**config.mk**
```make
export PLATFORM = sky130hd
export DESIGN_NAME = seq_mult_ctrl
export DESIGN_NICKNAME = d
export VERILOG_FILES = /design/src/rtl/seq_mult_ctrl.sv
export SDC_FILE = /design/constraint.sdc
export NUM_CORES = 1
export LEC_CHECK = 0
export CORE_AREA = 2 2 54 56
export DETAILED_ROUTE_END_ITERATION = 12
export DIE_AREA = 0 0 56 58
export DONT_BUFFER_PORTS = 1
export GPL_ROUTABILITY_DRIVEN = 0
export GPL_TIMING_DRIVEN = 0
export MAX_ROUTING_LAYER = met4
export REMOVE_ABC_BUFFERS = 1
export SETUP_SLACK_MARGIN = 0.5
export SYNTH_ARGS = -nofsm -noshare
export SYNTH_HDL_FRONTEND = slang
export SYNTH_SLANG_ARGS = --single-unit
export TNS_END_PERCENT = 10
```
**constraint.sdc**
```tcl
create_clock -name clk -period 3.6 [get_ports clk]
set_clock_uncertainty 0.05 [all_clocks]
set_input_delay 0.72 -clock clk [delete_from_list [all_inputs] [get_ports clk]]
set_output_delay 0.72 -clock clk [all_outputs]
set_load 0.01 [all_outputs]
```
**src/rtl/seq_mult_ctrl.sv**
```systemverilog
`default_nettype none
// ============================================================================
// Module   : seq_mult_ctrl
// Purpose  : Shift-add unsigned multiplier that reuses one WIDTH-bit adder
//            over WIDTH cycles, with start/busy/done handshake and abort.
// Revision : 1.0 - initial release
// ============================================================================
module seq_mult_ctrl #(
  parameter int WIDTH = 4
) (
  input  logic                 clk,
  input  logic                 rst,
  input  logic                 start,
  input  logic                 abort,
  input  logic [WIDTH-1:0]     A,
  input  logic [WIDTH-1:0]     B,
  output logic                 busy,
  output logic                 done,
  output logic [2*WIDTH-1:0]   product
);

  localparam int CW = $clog2(WIDTH) + 1;
  localparam logic [CW-1:0] C_LAST_CNT = CW'(WIDTH - 1);

  typedef enum logic [1:0] {
    S_IDLE = 2'd0,
    S_CALC = 2'd1,
    S_DONE = 2'd2
  } state_t;

  state_t               r_state;
  logic [WIDTH-1:0]     r_mcand;
  logic [WIDTH-1:0]     r_acc_hi;
  logic [WIDTH-1:0]     r_acc_lo;
  logic [CW-1:0]        r_count;
  logic                 r_busy;
  logic                 r_done;
  logic [2*WIDTH-1:0]   r_product;

  logic [WIDTH:0]       w_sum;
  logic [2*WIDTH-1:0]   w_next_acc;

  // The adder keeps its carry bit; the right shift folds it into acc_hi.
  assign w_sum      = r_acc_lo[0] ? ({1'b0, r_acc_hi} + {1'b0, r_mcand})
                                  : {1'b0, r_acc_hi};
  assign w_next_acc = {w_sum, r_acc_lo[WIDTH-1:1]};

  always_ff @(posedge clk or posedge rst) begin
    if (rst) begin
      r_state   <= S_IDLE;
      r_mcand   <= '0;
      r_acc_hi  <= '0;
      r_acc_lo  <= '0;
      r_count   <= '0;
      r_busy    <= 1'b0;
      r_done    <= 1'b0;
      r_product <= '0;
    end else begin
      case (r_state)
        S_IDLE: begin
          r_done <= 1'b0;
          if (start) begin
            r_state  <= S_CALC;
            r_busy   <= 1'b1;
            r_mcand  <= A;
            r_acc_hi <= '0;
            r_acc_lo <= B;
            r_count  <= '0;
          end
        end
        S_CALC: begin
          if (abort) begin
            r_state <= S_IDLE;
            r_busy  <= 1'b0;
          end else begin
            {r_acc_hi, r_acc_lo} <= w_next_acc;
            r_count              <= r_count + 1'b1;
            if (r_count == C_LAST_CNT) begin
              r_state   <= S_DONE;
              r_busy    <= 1'b0;
              r_done    <= 1'b1;
              r_product <= w_next_acc;
            end
          end
        end
        S_DONE: begin
          r_state <= S_IDLE;
          r_done  <= 1'b0;
        end
        default: begin
          r_state <= S_IDLE;
          r_busy  <= 1'b0;
          r_done  <= 1'b0;
        end
      endcase
    end
  end

  assign busy    = r_busy;
  assign done    = r_done;
  assign product = r_product;

endmodule
`default_nettype wire

```
Yosys cells after proc, flatten, opt, wreduce, memory -nomap -nowiden

Cells that the tools add are included.

Bits in registers: 27
Bits in writable memories: 0
Word-level logic and storage cells: 48
Memory bits (read-only): 0
Bits in latches: 0
Input bits: 12
Memories: 0
Output and inout bits: 10

Shifts and indexed selects: 0
$lt $le $gt $ge: 0
Multipliers: 0
Mux-type cells: 21
Add/sub/neg operators: 2
Eq/ne operators: 7
Bitwise gates (word level): 2
Divide/modulo/power cells: 0
Reductions and logical operators: 8

Operator list:

| cell                                                | count |
|---|---|
| two-way mux 4 bit                                   | 4 |
| one-hot mux 4 bit (2 select lines)                  | 2 |
| AND reduction 3 bit                                 | 3 |
| two-way mux 1 bit                                   | 6 |
| two-way mux 2 bit                                   | 3 |
| two-way mux 3 bit                                   | 2 |
| inequality test 2 bit, second input constant        | 3 |
| one-hot mux 3 bit (2 select lines)                  | 1 |
| AND reduction 2 bit                                 | 3 |
| adder 4 x 4 -> 5 bit                                | 1 |
| two-way mux 5 bit                                   | 1 |
| one-hot mux 2 bit (2 select lines)                  | 1 |
| adder 3 x 1 -> 3 bit, second input constant         | 1 |
| equality test 3 x 2 -> 1 bit, second input constant | 1 |
| inequality test 3 bit, second input constant        | 1 |
| one-hot mux 1 bit (3 select lines)                  | 1 |
| equality test 2 x 1 -> 1 bit, second input constant | 1 |
| equality test 2 bit, second input constant          | 1 |
| logical NOT 2 bit                                   | 1 |
| inverter 1 bit                                      | 2 |
| nonzero test 2 bit                                  | 1 |

Depth between registers and ports, before layout

Gate-level depths: netlist of run 1.

Depth in word-level cells: 4
Gate-level depth with buffers: 7
Gate-level depth less buffers: 7

Worst setup path before layout of run 1

No wires, ideal clock.

Path type: register -> register
Start: reg r_mcand[2]
End: reg r_product[6] (netlist: product[6])
Period minus slack after synthesis: 1.653 ns
Required time: 3.422 ns
Data arrival time: 1.475 ns
Path buffers: 0
Cell stages (with the launch flop): 6
Setup slack: 1.947 ns
Setup time: 0.128 ns
Cell sequence: dfrtp_1 > ha_1 > and3_1 > or3_1 > a31oi_1 > o21ai_0

Longest elaborated chain between the ends: 2

Ends and longest elaborated chain:

| element                  | RTL line | RTL |
|---|---|---|
| start: declaration       | 32       | `logic [WIDTH-1:0] r_mcand;` |
| start signal: assignment | 51       | `r_mcand <= '0;` |
| start signal: assignment | 65       | `r_mcand <= A;` |
| adder 4 x 4 -> 5 bit     | 44       | `assign w_sum = r_acc_lo[0] ? ({1'b0, r_acc_hi} + {1'b0, r_mcand})` |
| two-way mux 5 bit        | 44       |  |
| end signal: assignment   | 82       | `r_product <= w_next_acc;` |
| end: declaration         | 38       | `logic [2*WIDTH-1:0] r_product;` |

Every way passes these cells.
A chain may end at the register's enable or synchronous reset.

Worst setup path after layout of run 1

Start: reg r_acc_hi[2]
End: reg r_product[6] (netlist: product[6])

Longest elaborated chain between the ends: 2

Ends and longest elaborated chain:

| element                  | RTL line | RTL |
|---|---|---|
| start: declaration       | 33       | `logic [WIDTH-1:0] r_acc_hi;` |
| start signal: assignment | 76       | `{r_acc_hi, r_acc_lo} <= w_next_acc;` |
| adder 4 x 4 -> 5 bit     | 44       |  |
| two-way mux 5 bit        | 44       |  |

Every way passes these cells.

==> reports/metrics.csv, run 1 <==
stage;metric;value;unit
pwr;PD cells;729;mW/mm^2
timing;Period minus WS final;1.90;ns
global_routing;global-route wire length before repair;3.75;mm
pwr;LEAKAGE;0.628;nW
final_layout;commonest non-fill, non-tap cell in the layout;dfrtp_1;
timing;setup TNS;0;ns
clock_network;CTS tree;done;
setup_path;capture point of the worst reg-to-reg path;product[6];
setup_path;worst setup path category;register to register;
synth;Mapped Area;0.00126;mm^2
clock_network;clock tree sinks;27;
placement;port bufs;0;
final_layout;layout cells sized above 1;12.2;%
run_status;status;finished clean;
synth;sequential-to-total area share from yosys stat;53.7;%
setup_path;Crit Path Max Fanout;4;
synth;Yosys reg bits;27;
clock_network;root buffer cell;clkbuf_4;
final_layout;Layout Nets;135;
setup_path;Critical Path End Type;register;
final_layout;Layout area overhead;3.98;%
setup_path;crit path DAT;2.07;ns
clock_network;CTS max path bufs;2;
floorplanning;Die ar.;0.00325;mm^2
floorplanning;I/O pin count;22;
floorplanning;total core area;0.00266;mm^2
global_routing;GR Overflow Total;0;
clock_network;Hold-fix buffers, CTS;0;
detailed_routing;post-DR wirelength/cell;15.1;um
global_routing;vias in the first global route;850;
timing;# setup viols final;0;
timing;RSZ-0062 raised after global routing;false;
global_routing;initial antenna violation count;0;
setup_path;Reg2Reg Setup Slack;1.70;ns
detailed_routing;initial DRC count;12;
setup_path;Worst Setup Start Kind;register;
timing;measured slew at the worst slew-check pin;0.998;ns
clock_network;Post-CTS Resized;0;
detailed_routing;via count;825;
setup_path;worst reg2reg path startpoint;r_acc_hi[2];
global_routing;GRT Overall Usage;15.0;%
synth;Cells after Synth;115;
clock_network;Clock transition at path regs;0.15;ns
final_layout;antenna cells;0;
timing;Max Freq;0.525;GHz
timing;final hold violations;0;
floorplanning;Die Y;58;um
detailed_routing;drt total wl;2.20;mm
synth;Syn Area/Cell;10.9;um^2
placement;hpwl dp;1.60;mm
detailed_routing;ANT nets after route;0;
clock_network;clock latency on the worst-skew pair;0.33;ns
hold_path;worst hold path type;input pin to asynchronous set/reset pin;
timing;period utilization;52.9;%
placement;pre-CTS setup slack;1.74;ns
synth;Unique masters post-synth;27;
clock_network;H-tree depth;1;
timing;Max Slew Vio Count;0;
clock_network;setup bufs post-CTS;0;
synth;yosys warns;0;
timing;Rel. slew slack;33.4;%
floorplanning;Initial Util;47.2;%
setup_path;WP data required;3.76;ns
run;Max-Cap Viols;0;
floorplanning;Die W;56;um
setup_path;cell depth of the worst flop-to-flop path;5;
floorplanning;# rows;19;
final_layout;commonest non-fill, non-tap cells in the layout;dfrtp_1, nand2_1, o21ai_1;
global_routing;largest net degree at the start of global routing;28;
timing;final setup margin;1.70;ns
clock_network;CTS buffer count;3;
detailed_routing;DRC viols;0;
detailed_routing;drt first pass iters;4;
detailed_routing;Avg Vias per Cell;5.65;
pwr;peak supply drop;392;uV
registers in the layout, summed over array words and instances (netlist names):
register,flops
r_acc_lo,4
r_count,3
r_state,2
product,8
busy,1
r_acc_hi,4
r_mcand,4
done,1
critical path, cell delays in order, from the launching register on:
cell,delay [ns]
dfrtp_1,0.44
ha_1,0.34
and3_1,0.20
or3_1,0.35
a31oi_1,0.29
o21ai_0,0.12
metrics by stage:
stage | utilization [%] | total power [mW] | instances | hold WS [ns] | area, um^2
after floorplan | - | 0.747 | 111 | 0.399 | 1240
after global placement | 48.0 | 0.813 | 142 | 0.410 | 1280
after detailed placement | 48.0 | 0.827 | 142 | 0.418 | 1280
after CTS | 49.1 | 0.967 | 146 | 0.451 | 1310
after global routing | 49.1 | 1.03 | 146 | 0.464 | 1310
final | 49.1 | 0.953 | 146 | 0.442 | 1310
logic make-up after synthesis:
| family | Yosys count | share of synthesized area [%] |
|---|---|---|
| AO/OA/AOI/OAI | 28 | 12.8 |
| AND/OR/NAND/NOR | 28 | 11.0 |
| multiplexers | 12 | 10.2 |
| buffers and inverters | 12 | 3.88 |
| XOR/XNOR | 1 | 0.697 |
| adder cells (fa/ha/maj) | 7 | 7.56 |
| flip-flops | 27 | 53.7 |
how the worst max path moves through the flow:
stage	from	to	cells after the start	slack [ns]
4_1_cts	r_acc_hi[2]	product[6]	5	1.73
3_3_place_gp	r_acc_hi[2]	product[6]	5	1.80
3_5_place_dp	r_acc_hi[2]	product[6]	5	1.74
6_report	r_acc_hi[2]	product[6]	5	1.70
2_1_floorplan	r_mcand[2]	product[6]	5	1.94
5_1_grt	r_acc_hi[2]	product[6]	5	1.61
cells in the mapped netlist:
| library cell | count | area share [%] |
|---|---|---|
| a21o_1 | 3 | 1.8 |
| a21oi_1 | 2 | 0.80 |
| clkbuf_1 | 1 | 0.30 |
| mux2_2 | 7 | 6.3 |
| xnor2_1 | 1 | 0.70 |
| o31ai_1 | 2 | 1.2 |
| or2_4 | 1 | 0.70 |
| and3_1 | 1 | 0.50 |
| mux2i_1 | 5 | 4.0 |
| ha_1 | 6 | 6.0 |
| o21ai_1 | 10 | 4.0 |
| o22ai_1 | 1 | 0.50 |
| nor2_1 | 2 | 0.60 |
| inv_1 | 8 | 2.4 |
| dfrtp_1 | 27 | 54 |
| a22o_1 | 1 | 0.70 |
| nor2b_1 | 2 | 0.99 |
| or3_1 | 1 | 0.50 |
| nand2_1 | 16 | 4.8 |
| nor3b_2 | 1 | 0.99 |
| nand2b_1 | 3 | 1.5 |
| o21ai_0 | 7 | 2.8 |
| o21a_1 | 1 | 0.60 |
| buf_2 | 3 | 1.2 |
| nor2_2 | 1 | 0.50 |
| a31oi_1 | 1 | 0.50 |
| fa_1 | 1 | 1.6 |
final cells by class:
class,instances,area [um^2]
inverter,8,30.0
clock buffer,3,22.5
tap,31,38.8
clock inverter,1,7.51
multi-input combinational,76,533
fill,271,1360
sequential,27,676
power breakdown:
| group | leakage [nW] | internal (mW) | switching, mW |
|---|---|---|---|
| combinational | 0.263 | 0.147 | 0.164 |
| clock | 0.0139 | 0.0425 | 0.0942 |
| sequential | 0.352 | 0.405 | 0.100 |
| total | 0.628 | 0.595 | 0.358 |
routing by layer:
layer	wire, um	share of wire, %	vias up	global-route usage, %
met2	1100	50	15	24.0
met5	0	0	-	-
met3	83	3.8	4	2.46
li1	-	-	390	-
met1	986	45	416	19.2
met4	37	1.7	0	6.12
Power figures use the tool's default switching activity.
==> run 2: changes to the inputs <==
==> constraint.sdc (replaced) <==
create_clock -name clk -period 1.85 [get_ports clk]
set_clock_uncertainty 0.05 [all_clocks]
set_input_delay 0.37 -clock clk [delete_from_list [all_inputs] [get_ports clk]]
set_output_delay 0.37 -clock clk [all_outputs]
set_load 0.01 [all_outputs]
==> run 2 against run 1 <==
Compared with the run above: via count is 1.1% higher; first-iteration DRC count is 58% higher; sequential power is 96% higher; largest cell class unchanged.
==> reports/metrics.csv, run 2 (synthesis results as in run 1) <==
stage;metric;value;unit;change
clock_network;CTS buffer count;3;;unchanged
final_layout;layout cells sized above 1;21.5;%;+9.3 points
setup_path;worst reg2reg path startpoint;r_acc_hi[1];;
clock_network;H-tree depth;1;;unchanged
setup_path;crit-path cells;ha_1, and3_4, or3_4, a31oi_4, o21ai_1;;
setup_path;Reg2Reg Setup Slack;0.14;ns;-1.56 ns
floorplanning;Initial Util;47.2;%;unchanged
floorplanning;Die Y;58;um;unchanged
timing;Period minus WS final;1.71;ns;-0.192 ns
floorplanning;total core area;0.00266;mm^2;unchanged
timing;final hold violations;0;;unchanged
final_layout;commonest non-fill, non-tap cell in the layout;dfrtp_1;;
timing;measured slew at the worst slew-check pin;1.02;ns;+0.0196 ns
global_routing;GRT Overall Usage;16.4;%;+1.3 points
floorplanning;# rows;19;;unchanged
detailed_routing;via count;834;;+1.1%
final_layout;Layout Nets;141;;+4.4%
setup_path;WP data required;2.03;ns;-1.73 ns
setup_path;Worst Setup Start Kind;register;;
setup_path;Critical Path End Type;register;;
detailed_routing;drt first pass iters;3;;-1
floorplanning;Die W;56;um;unchanged
clock_network;CTS max path bufs;2;;unchanged
global_routing;largest net degree at the start of global routing;28;;unchanged
timing;Max Slew Vio Count;0;;unchanged
setup_path;worst setup path category;register to register;;
floorplanning;Die ar.;0.00325;mm^2;unchanged
run_status;status;finished clean;;
timing;Max Freq;0.584;GHz;+11%
setup_path;crit path DAT;1.90;ns;-0.17 ns
clock_network;clock tree sinks;27;;unchanged
final_layout;antenna cells;0;;unchanged
final_layout;Largest register FFs;8;;unchanged
global_routing;GR Overflow Total;0;;unchanged
clock_network;clock latency on the worst-skew pair;0.33;ns;about the same
final_layout;commonest non-fill, non-tap cells in the layout;dfrtp_1, nand2_1, o21ai_1;;
setup_path;cell depth of the worst flop-to-flop path;5;;unchanged
clock_network;Hold-fix buffers, CTS;0;;unchanged
pwr;Total Power;2.05;mW;+110%
pwr;LEAKAGE;0.659;nW;+4.9%
timing;period utilization;92.5;%;+40 points
clock_network;Clock transition at path regs;0.15;ns;about the same
floorplanning;I/O pin count;22;;unchanged
timing;Rel. slew slack;32.1;%;-1.3 points
final_layout;Layout area overhead;10.9;%;
global_routing;global-route wire length before repair;4.00;mm;+6.8%
setup_path;Crit path buffers/inverters;0;;unchanged
setup_path;crit-path max cell delay;0.42;ns;-0.02 ns
run;Max-Cap Viols;0;;unchanged
setup_path;capture point of the worst reg-to-reg path;r_acc_hi[2];;
pwr;PD cells;1470;mW/mm^2;+100%
placement;hpwl dp;1.60;mm;unchanged
detailed_routing;drt total wl;2.41;mm;+9.3%
detailed_routing;post-DR wirelength/cell;15.9;um;+5.0%
setup_path;family with the most delay on the worst path;simple AND/OR/NAND/NOR gates;;
clock_network;CTS tree;done;;
detailed_routing;initial DRC count;19;;+7
pwr;peak supply drop;825;uV;+110%
final_layout;Core Util, Final;52.4;%;+3.3 points
setup_path;slowest library cell on the worst path;dfrtp_1;;
timing;# setup viols final;0;;unchanged
global_routing;initial antenna violation count;0;;unchanged
detailed_routing;Avg Vias per Cell;5.49;;-2.9%
setup_path;Crit Path Max Fanout;3;;-1
clock_network;root buffer cell;clkbuf_4;;
global_routing;vias in the first global route;868;;+2.1%
hold_path;worst hold path type;input pin to asynchronous set/reset pin;;
placement;port bufs;0;;unchanged
detailed_routing;DRC viols;0;;unchanged
timing;RSZ-0062 raised after global routing;true;;
detailed_routing;ANT nets after route;0;;unchanged
## run 2: worst register-to-register path, cell delays in order, from the launching register on
cell and delay (ns):
dfrtp_1 0.42, ha_1 0.28, and3_4 0.17, or3_4 0.39, a31oi_4 0.22, o21ai_1 0.09
## run 2: power breakdown
part | internal (mW) | switching [mW] | leakage (nW)
Combinational | 0.414 | 0.382 | 0.294
Sequential | 0.788 | 0.200 | 0.352
Clock | 0.0826 | 0.183 | 0.0139
## run 2: what timing repair did
item | in CTS | in global routing
pin swaps | 6 | 4
gates resized for setup | 6 | 3
buffers inserted | 5 | 1
endpoints found under the setup margin | 26 | 26
## run 2: how the worst max path moves through the flow
stage,start,endpoint,slack [ns],depth (start not counted)
floorplan,r_mcand[2],product[6],0.19,5
global placement,r_acc_hi[2],product[6],0.05,5
detailed placement,r_acc_hi[2],product[6],-0.007,5
CTS,r_acc_hi[2],product[6],0.18,5
global route,r_acc_hi[1],product[6],0.09,5
finish,r_acc_hi[1],r_acc_hi[2],0.14,5
## run 2: cell type report
| class | instances | area [um^2] |
|---|---|---|
| clock buffer | 3 | 22.5 |
| clock inverter | 1 | 7.51 |
| fill | 261 | 1270 |
| inverter | 8 | 30.0 |
| multi-input combinational | 76 | 576 |
| sequential | 27 | 676 |
| tap | 31 | 38.8 |
| timing repair buffer | 6 | 45.0 |
## run 2: stage by stage
stage,hold slack (ns),setup slack [ns],TNS (ns),instances,cell area [um^2]
after global placement,0.410,0.0452,0,142,1280
after global routing,0.115,0.0940,0,152,1400
after floorplan,0.373,0.186,0,111,1240
after detailed placement,0.418,-0.00688,-0.00688,142,1280
final,0.0953,0.138,0,152,1400
after CTS,0.104,0.182,0,151,1380
## run 2: routing by layer
metal	track usage, %	vias to the layer above	wire length (um)
met5	-	-	0
met2	27.7	8	1260
met3	2.23	2	50
li1	-	402	-
met4	5.10	0	19
met1	20.6	422	1080
==> run 3: changes to the inputs <==
--- a/config.mk
+++ b/config.mk
@@ -6,12 +6,14 @@
 export NUM_CORES = 1
 export LEC_CHECK = 0
 export CORE_AREA = 2 2 54 56
+export CTS_BUF_LIST = sky130_fd_sc_hd__clkbuf_4
 export DETAILED_ROUTE_END_ITERATION = 12
 export DIE_AREA = 0 0 56 58
 export DONT_BUFFER_PORTS = 1
 export GPL_ROUTABILITY_DRIVEN = 0
 export GPL_TIMING_DRIVEN = 0
 export MAX_ROUTING_LAYER = met4
+export RECOVER_POWER = 100
 export REMOVE_ABC_BUFFERS = 1
 export SETUP_SLACK_MARGIN = 0.5
 export SYNTH_ARGS = -nofsm -noshare
==> run 3 against run 2 <==
Compared with the run above: critical path depth unchanged; largest power group unchanged; flip-flop and latch count is the same; worst hold slack worse by 0.0014 ns; via count grew 0.48%.
==> reports/metrics.csv, run 3 (synthesis results as in run 1) <==
stage;metric;value;unit;change
setup_path;Critical Path End Type;register;;
pwr;peak supply drop;808;uV;-2.1%
timing;Period minus WS final;1.77;ns;+0.0534 ns
clock_network;CTS buffer count;3;;unchanged
clock_network;CTS max path bufs;2;;unchanged
clock_network;clock tree sinks;27;;unchanged
setup_path;crit path DAT;1.94;ns;+0.04 ns
setup_path;Crit Path Max Fanout;3;;unchanged
final_layout;commonest non-fill, non-tap cell in the layout;dfrtp_1;;
final_layout;layout cells sized above 1;19.0;%;-2.5 points
detailed_routing;initial DRC count;21;;+2
setup_path;Worst Setup Start Kind;register;;
setup_path;crit-path cells;ha_1, and3_4, or3_4, a31oi_2, o21ai_1;;
timing;Max Freq;0.566;GHz;-3.0%
hold_path;worst hold path type;input pin to asynchronous set/reset pin;;
setup_path;Reg2Reg Setup Slack;0.08;ns;-0.05 ns
timing;period utilization;95.4;%;+2.9 points
placement;hpwl dp;1.60;mm;unchanged
run_status;status;finished clean;;
global_routing;GRT Overall Usage;16.4;%;unchanged
setup_path;slowest library cell on the worst path;dfrtp_1;;
timing;Max Slew Vio Count;0;;unchanged
setup_path;cell depth of the worst flop-to-flop path;5;;unchanged
final_layout;antenna cells;0;;unchanged
floorplanning;total core area;0.00266;mm^2;unchanged
pwr;PD cells;1460;mW/mm^2;-0.75%
floorplanning;Die ar.;0.00325;mm^2;unchanged
detailed_routing;drt total wl;2.42;mm;+0.54%
floorplanning;Die Y;58;um;unchanged
setup_path;crit-path max cell delay;0.43;ns;about the same
clock_network;Clock transition at path regs;0.16;ns;about the same
clock_network;CTS tree;done;;
timing;measured slew at the worst slew-check pin;1.02;ns;-0.000159 ns
floorplanning;Die W;56;um;unchanged
detailed_routing;Avg Vias per Cell;5.51;;+0.48%
floorplanning;# rows;19;;unchanged
detailed_routing;drt first pass iters;4;;+1
setup_path;WP data required;2.03;ns;about the same
detailed_routing;DRC viols;0;;unchanged
setup_path;CP Launch Point;r_acc_hi[1];;
timing;# setup viols final;0;;unchanged
placement;port bufs;0;;unchanged
timing;Rel. slew slack;32.1;%;about the same
setup_path;worst setup path category;register to register;;
detailed_routing;post-DR wirelength/cell;15.9;um;+0.54%
pwr;LEAKAGE;0.656;nW;-0.57%
global_routing;vias in the first global route;868;;unchanged
setup_path;worst reg2reg path startpoint;r_acc_hi[1];;
final_layout;post-route cell area;0.00138;mm^2;-1.2%
placement;DP Area;0.00128;mm^2;unchanged
global_routing;GR Overflow Total;0;;unchanged
floorplanning;Initial Util;47.2;%;unchanged
final_layout;fill count;264;;+1.1%
timing;Hold Worst Slack;0.0939;ns;-0.00141 ns
clock_network;clock latency on the worst-skew pair;0.33;ns;about the same
clock_network;root buffer cell;clkbuf_4;;
clock_network;H-tree depth;1;;unchanged
detailed_routing;ANT nets after route;0;;unchanged
run;Max-Cap Viols;0;;unchanged
final_layout;Layout area overhead;9.65;%;
timing;RSZ-0062 raised after global routing;true;;
final_layout;Layout Nets;141;;unchanged
final_layout;commonest non-fill, non-tap cells in the layout;dfrtp_1, nand2_1, o21ai_0;;
detailed_routing;via count;838;;+0.48%
global_routing;global-route wire length before repair;4.00;mm;unchanged
global_routing;largest net degree at the start of global routing;28;;unchanged
setup_path;capture point of the worst reg-to-reg path;r_acc_hi[2];;
floorplanning;I/O pin count;22;;unchanged
global_routing;initial antenna violation count;0;;unchanged
final_layout;Largest register FFs;8;;unchanged
timing;final hold violations;0;;unchanged
[run 3: cell counts in the layout (fill, tap and decap cells not counted)]
No cell type changed its count.
[run 3: worst max path at each step]
stage,to,slack [ns],depth (start not counted)
floorplan,product[6],0.19,5
global placement,product[6],0.05,5
detailed placement,product[6],-0.007,5
CTS,product[6],0.18,5
global route,product[5],0.03,6
finish,r_acc_hi[2],0.08,5
[run 3: cell type report]
type	instances	area, um^2	area share (%)
clock buffers	3	22.5	1.63
well taps	31	38.8	2.81
flip-flops and latches	27	676	49.0
inverters	8	30.0	2.18
multi-input cells	76	559	40.6
repair buffers	6	45.0	3.27
clock inverters	1	7.51	0.544
[run 3: power by group]
| group | switching [mW] | internal (mW) |
|---|---|---|
| clock network | 0.184 | 0.0827 |
| logic | 0.366 | 0.392 |
| registers | 0.196 | 0.788 |
[run 3: routing by layer]
| layer | share of wire (%) | vias to the layer above | global-route usage (%) |
|---|---|---|---|
| met3 | 2.4 | 2 | 2.23 |
| met5 | 0 | - | - |
| met1 | 45 | 425 | 20.6 |
| li1 | - | 403 | - |
| met2 | 52 | 8 | 27.7 |
| met4 | 0.78 | 0 | 5.10 |
[run 3: critical path, delay by kind of cell, from the launching register on]
kind / cells / cell delay, ns
compound gates: 2 / 0.37
fa+ha+maj: 1 / 0.27
flops: 1 / 0.43
simple gates: 2 / 0.54
[run 3: per-stage QoR]
stage	setup WS, ns	std cells	util, %	TNS, ns	power, mW
2_1_floorplan	0.186	111	-	0	1.45
3_3_place_gp	0.0452	142	48.0	0	1.58
3_5_place_dp	-0.00688	142	48.0	-0.00688	1.61
4_1_cts	0.182	151	51.8	0	2.02
5_1_grt	0.0319	152	51.8	0	2.17
6_report	0.0845	152	51.8	0	2.01
[run 3: repair_timing]
| item | 4_1_cts | 5_1_grt |
|---|---|---|
| pin swaps | 6 | 4 |
| gates resized for setup | 6 | 3 |
| hold buffers | 0 | 0 |
| cloned | 0 | 0 |
| setup buffers | 5 | 1 |
| setup endpoints to repair | 26 | 26 |
